===== config.mk =====
export PLATFORM = sky130hd
export DESIGN_NAME = fetch_unit
export DESIGN_NICKNAME = d
export VERILOG_FILES = /design/src/rtl/fetch_pkg.sv /design/src/rtl/fetch_unit_branch_resolve.sv /design/src/rtl/fetch_unit.sv
export SDC_FILE = /design/constraint.sdc
export NUM_CORES = 1
export LEC_CHECK = 0
export CAP_MARGIN = 20
export CORE_UTILIZATION = 41
export DETAILED_ROUTE_END_ITERATION = 10
export GPL_TIMING_DRIVEN = 0
export HOLD_SLACK_MARGIN = 0.02
export PLACE_DENSITY = 0.71
export SYNTH_ARGS = -nofsm -noshare
export SYNTH_HDL_FRONTEND = slang
export SYNTH_SLANG_ARGS = --single-unit
export TNS_END_PERCENT = 30

===== constraint.sdc =====
create_clock -name clk -period 6.2 [get_ports clk]
set_clock_uncertainty 0.15 [all_clocks]
set_input_delay 1.24 -clock clk [delete_from_list [all_inputs] [get_ports clk]]
set_output_delay 1.24 -clock clk [all_outputs]
set_load 0.05 [all_outputs]

===== src/rtl/fetch_pkg.sv =====
// fetch_pkg: shared types and constants for the fetch stage
// and the control unit (state encoding, branch selects, fields).
package fetch_pkg;

    localparam int OP_W  = 4;
    localparam int IMM_W = 16;

    localparam logic [OP_W-1:0] OP_NOP    = 4'hE;
    localparam logic [31:0]     NOP_INSTR = {OP_NOP, 28'h0};

    localparam logic [2:0] BR_NONE = 3'b000;
    localparam logic [2:0] BR_BR   = 3'b001;
    localparam logic [2:0] BR_BMI  = 3'b010;
    localparam logic [2:0] BR_BPL  = 3'b011;
    localparam logic [2:0] BR_BZ   = 3'b100;

    typedef enum logic [1:0] {
        S_IDLE,
        S_REQ,
        S_WAIT,
        S_HOLD
    } state_t;

endpackage


===== src/rtl/fetch_unit_branch_resolve.sv =====
// branch_resolve: decides whether a branch is taken and
// produces the next PC (pc+1, plus sign-extended imm16 if taken).
module branch_resolve
    import fetch_pkg::*;
#(
    parameter int ADDR_W = 16
) (
    input  logic [2:0]        branch_sel,
    input  logic              flag_n,
    input  logic              flag_z,
    input  logic [ADDR_W-1:0] pc,
    input  logic [IMM_W-1:0]  imm16,
    output logic              taken,
    output logic [ADDR_W-1:0] next_pc
);

    logic signed [IMM_W-1:0]  imm_s;
    logic [ADDR_W-1:0]        seq_pc;
    logic [ADDR_W-1:0]        offset;

    // Branch condition decode; unused selects fall through as "none"
    always_comb begin
        taken = 1'b0;
        unique case (1'b1)
            (branch_sel == BR_BR):  taken = 1'b1;
            (branch_sel == BR_BMI): taken = flag_n;
            (branch_sel == BR_BPL): taken = !flag_n && !flag_z;
            (branch_sel == BR_BZ):  taken = flag_z;
            default:                taken = 1'b0;
        endcase
    end

    // Target arithmetic wraps modulo 2^ADDR_W
    always_comb begin
        imm_s   = imm16;
        offset  = ADDR_W'(imm_s);
        seq_pc  = pc + ADDR_W'(1);
        next_pc = taken ? (seq_pc + offset) : seq_pc;
    end

endmodule


===== src/rtl/fetch_unit.sv =====
// fetch_unit: PC register and single-outstanding instruction fetch.
// Optional FETCH_PERF_CNT_EN adds taken-branch and wait-cycle counters.
module fetch_unit
    import fetch_pkg::*;
#(
    parameter int ADDR_W  = 16,
    parameter int INSTR_W = 32
) (
    input  logic               clk,
    input  logic               reset_n,
    output logic               imem_req,
    output logic [ADDR_W-1:0]  imem_addr,
    input  logic               imem_ready,
    input  logic               imem_rvalid,
    input  logic [INSTR_W-1:0] imem_rdata,
    input  logic               load_pc,
    input  logic [2:0]         branch_sel,
    input  logic               flag_n,
    input  logic               flag_z,
    output logic [ADDR_W-1:0]  pc,
    output logic [INSTR_W-1:0] instr,
    output logic [OP_W-1:0]    op_code,
    output logic               instr_valid,
    output logic               branch_taken,
    output logic               seq_err
`ifdef FETCH_PERF_CNT_EN
    ,
    output logic [15:0]        perf_taken_cnt,
    output logic [15:0]        perf_wait_cnt
`endif
);

    state_t            state;
    logic              br_taken;
    logic [ADDR_W-1:0] br_next_pc;

    assign imem_addr = pc;
    assign op_code   = instr[INSTR_W-1 -: OP_W];

    branch_resolve #(
        .ADDR_W (ADDR_W)
    ) u_branch_resolve (
        .branch_sel (branch_sel),
        .flag_n     (flag_n),
        .flag_z     (flag_z),
        .pc         (pc),
        .imm16      (instr[IMM_W-1:0]),
        .taken      (br_taken),
        .next_pc    (br_next_pc)
    );

    // Fetch FSM with registered handshake and status outputs
    always_ff @(posedge clk) begin
        if (!reset_n) begin
            state        <= S_IDLE;
            pc           <= '0;
            instr        <= {OP_NOP, {(INSTR_W-OP_W){1'b0}}};
            instr_valid  <= 1'b0;
            imem_req     <= 1'b0;
            branch_taken <= 1'b0;
            seq_err      <= 1'b0;
        end else begin
            branch_taken <= 1'b0;
            if (load_pc && (state != S_HOLD)) begin
                seq_err <= 1'b1;
            end
            unique case (state)
                S_IDLE: begin
                    imem_req <= 1'b1;
                    state    <= S_REQ;
                end
                S_REQ: begin
                    if (imem_ready) begin
                        imem_req <= 1'b0;
                        if (imem_rvalid) begin
                            instr       <= imem_rdata;
                            instr_valid <= 1'b1;
                            state       <= S_HOLD;
                        end else begin
                            state <= S_WAIT;
                        end
                    end
                end
                S_WAIT: begin
                    if (imem_rvalid) begin
                        instr       <= imem_rdata;
                        instr_valid <= 1'b1;
                        state       <= S_HOLD;
                    end
                end
                S_HOLD: begin
                    if (load_pc) begin
                        pc           <= br_next_pc;
                        branch_taken <= br_taken;
                        instr_valid  <= 1'b0;
                        imem_req     <= 1'b1;
                        state        <= S_REQ;
                    end
                end
                default: begin
                    state <= S_IDLE;
                end
            endcase
        end
    end

`ifdef FETCH_PERF_CNT_EN
    logic taken_ev;
    logic wait_ev;

    assign taken_ev = (state == S_HOLD) && load_pc && br_taken;
    assign wait_ev  = ((state == S_REQ) && !imem_ready)
                    || (state == S_WAIT);

    // Saturating event counters for taken branches and stall cycles
    always_ff @(posedge clk) begin
        if (!reset_n) begin
            perf_taken_cnt <= '0;
            perf_wait_cnt  <= '0;
        end else begin
            if (taken_ev && (perf_taken_cnt != 16'hFFFF)) begin
                perf_taken_cnt <= perf_taken_cnt + 16'd1;
            end
            if (wait_ev && (perf_wait_cnt != 16'hFFFF)) begin
                perf_wait_cnt <= perf_wait_cnt + 16'd1;
            end
        end
    end
`endif

endmodule


==> metrics.txt <==
Area Growth Syn to Fin=41.1%; total power=between 0.001 and 0.0015 W; first-pass iteration count of the detailed router=5; H-tree depth=2; RSZ-0062 raised after global routing=false; P_leak=approximately 1.9 nW; TritonCTS clock tree=done; Relative slew margins=roughly 59%; Buf+Inv Stages, Crit Path=0; Root Buffer=clkbuf_8; Num CTS Buffers=5; vias after detailed routing=between 3,000 and 4,000; Final Net Count=between 600 and 700; initial core utilization=a little over two fifths; hold_buf cts=0; dpl hpwl=between 7000 and 8000 um; core region area=~7800 um^2; CP arrival=about 4.0 ns; Die Ht=about 90 um; GRT overflow=0; unique cell type count in the Yosys netlist=about 50; largest net degree at the start of global routing=18; DRC viols=0; max layer used=met4; run status=finished clean; final core utilization=between 60% and 70%; first-pass GRT wire length=15,300 um; Ports=around 110; Port Buffers=around 110; VDD IR max=between 150 and 200 uV; CTS clk-pin slew, worst paths=approximately 0.11 ns; detail-routed via count per cell=5.13; max cap viols=0; post-layout min period=3.89 ns; YS warnings=0; final hold viol count=0; worst-path cell chain=ha_1 > nand2_1 > nor2_1 > nand2_1 > xnor2_1 > ha_1 > a21oi_1 > nor2_1 > a41o_1 > nor3_1 > o41ai_2 > and4b_1 > o31ai_1 > mux2i_1; Crit. End Element=register; total global-route track usage=between 20% and 30%; Mapped Nets=498; CTS Buffer Depth=2; worst-path fanout max=7; mean area per synthesized cell=around 7.8 um^2; Async SR Flop Fraction=0%; wl on met1=roughly 4100 um; actual slew at the worst max-slew pin=0.610 ns; CP Launch Type=register; Critical Path RT=6.31 ns; Critical-path top delay cell=dfxtp_1; met3 wire length=between 500 and 600 um; Crit path max-delay family=simple AND/OR/NAND/NOR gates; Final TNS setup=0 ns; fmax=257 MHz; count of final setup violators=0; diode count=0; pins over their slew limit=0; share of cells above drive strength 1=between 6 and 7%; row count=32; hold crit path type=register to register; cell area after synthesis=~3300 um^2; Routed Antenna Nets=0; sequential fraction of the synthesis area=32.4%; WS Path Type=register to register; die area=~8500 um^2; Post-Synthesis Cells=430; Avg WL per Cell=about 14 um; worst skew pair latency=0.32 ns; initial antenna violation count=0; Top FF cell, synth=dfxtp_1; Detailed Route WL=9270 um; setup bufs post-CTS=0; number of global-route vias before repair=approximately 3,300; met2 wire len=4530 um; Starting DRT DRC Count=102; most frequent cells in the layout=clkdlybuf4s50_1 (113), nand2_1 (99), dfxtp_1 (54); Post-synth EDFFs=0; routability cong.=0.919; Worst path max stage delay=about 0.47 ns; Num Clock Sinks=54; fin crit share=62.7%; die width=just over 90 um; Resize count post-CTS=0; commonest non-fill, non-tap cell in the layout=clkdlybuf4s50_1; Power Density=271 nW/um^2; #FFs+latches synth=54
[area by class of cell]
class | instances | area [um^2]
Fill cell | 745 | 3100
Multi-Input combinational cell | 324 | 1990
Timing Repair Buffer | 113 | 1130
Sequential cell | 54 | 1080
Buffer | 40 | 225
Tap cell | 102 | 128
Clock buffer | 5 | 68.8
Clock inverter | 3 | 45.0
Inverter | 12 | 45.0
[layer usage]
metal / vias up / GRT usage, %
met5: - / 0
met4: 0 / 8.20
met3: 13 / 5.06
met2: 99 / 37.9
met1: 1538 / 27.0
li1: 1697 / -
[cell families after synthesis]
group                    Yosys count  share of synthesized area (%)
multiplexers                       2                          0.600
adder cells (fa/ha/maj)           26                           9.97
XOR/XNOR                          26                           6.82
flip-flops                        54                           32.4
AO/OA/AOI/OAI                    105                           20.7
buffers and inverters             52                           8.10
AND/OR/NAND/NOR                  165                           21.4
[tightest hold or removal path, delay by kind of cell, from the launching register on]
kind / cells / cell delay, ns
AND/OR/NAND/NOR: 1 / 0.05
flip-flops: 1 / 0.32
AO/OA/AOI/OAI: 1 / 0.05
[cells in the mapped netlist (2+ instances only)]
cell,count,area [um^2]
nand2_1,99,372
dfxtp_1,54,1080
a21oi_1,40,200
nor2_1,28,105
ha_1,25,313
buf_4,20,150
clkbuf_1,17,63.8
a21boi_1,16,120
xnor2_1,16,140
inv_1,12,45.0
o21ai_0,10,50.1
xor2_1,10,87.6
nand3_1,9,45.0
o21ai_1,8,40.0
and3_1,6,37.5
a311oi_1,5,43.8
nand4_1,5,31.3
a21o_1,4,30.0
nor3_1,4,20.0
buf_1,3,11.3
a211oi_1,2,15.0
a31oi_1,2,12.5
and2_1,2,12.5
mux2i_1,2,20.0
nand2b_1,2,12.5
o211a_1,2,20.0
o31ai_1,2,15.0
or2_1,2,12.5
[state kept, by name (all words and copies together), names as in the netlist]
signal / count
seq_err: 1
imem_req: 1
instr: 32
instr_valid: 1
state: 2
imem_addr: 16
branch_taken: 1
[stage by stage]
step | setup slack (ns) | area (um^2) | hold WS, ns | std cells
after floorplan | 2.55 | 3340 | 0.386 | 430
final | 2.31 | 4710 | 0.307 | 653
after detailed placement | 2.36 | 4600 | 0.295 | 645
after global placement | 2.44 | 4600 | 0.291 | 645
after global routing | 2.02 | 4710 | 0.329 | 653
after CTS | 2.32 | 4710 | 0.311 | 653
[worst paths after layout]
check        slack (ns)    startpoint             to  cells past startpoint
min reg2reg        0.31     instr[22]      instr[22]                      2
max                2.31  imem_addr[0]  imem_addr[15]                     14
max reg2reg        2.31  imem_addr[0]  imem_addr[15]                     14
min                0.31     instr[22]      instr[22]                      2
[report_power, final]
group	leakage, nW	internal, W	switching [W]
Clock	0.0504	0.000120	0.000128
Sequential	0.439	0.000396	0.0000437
Combinational	1.43	0.000215	0.000373
Total	1.92	0.000731	0.000545
(Power assumes the default switching activity.)
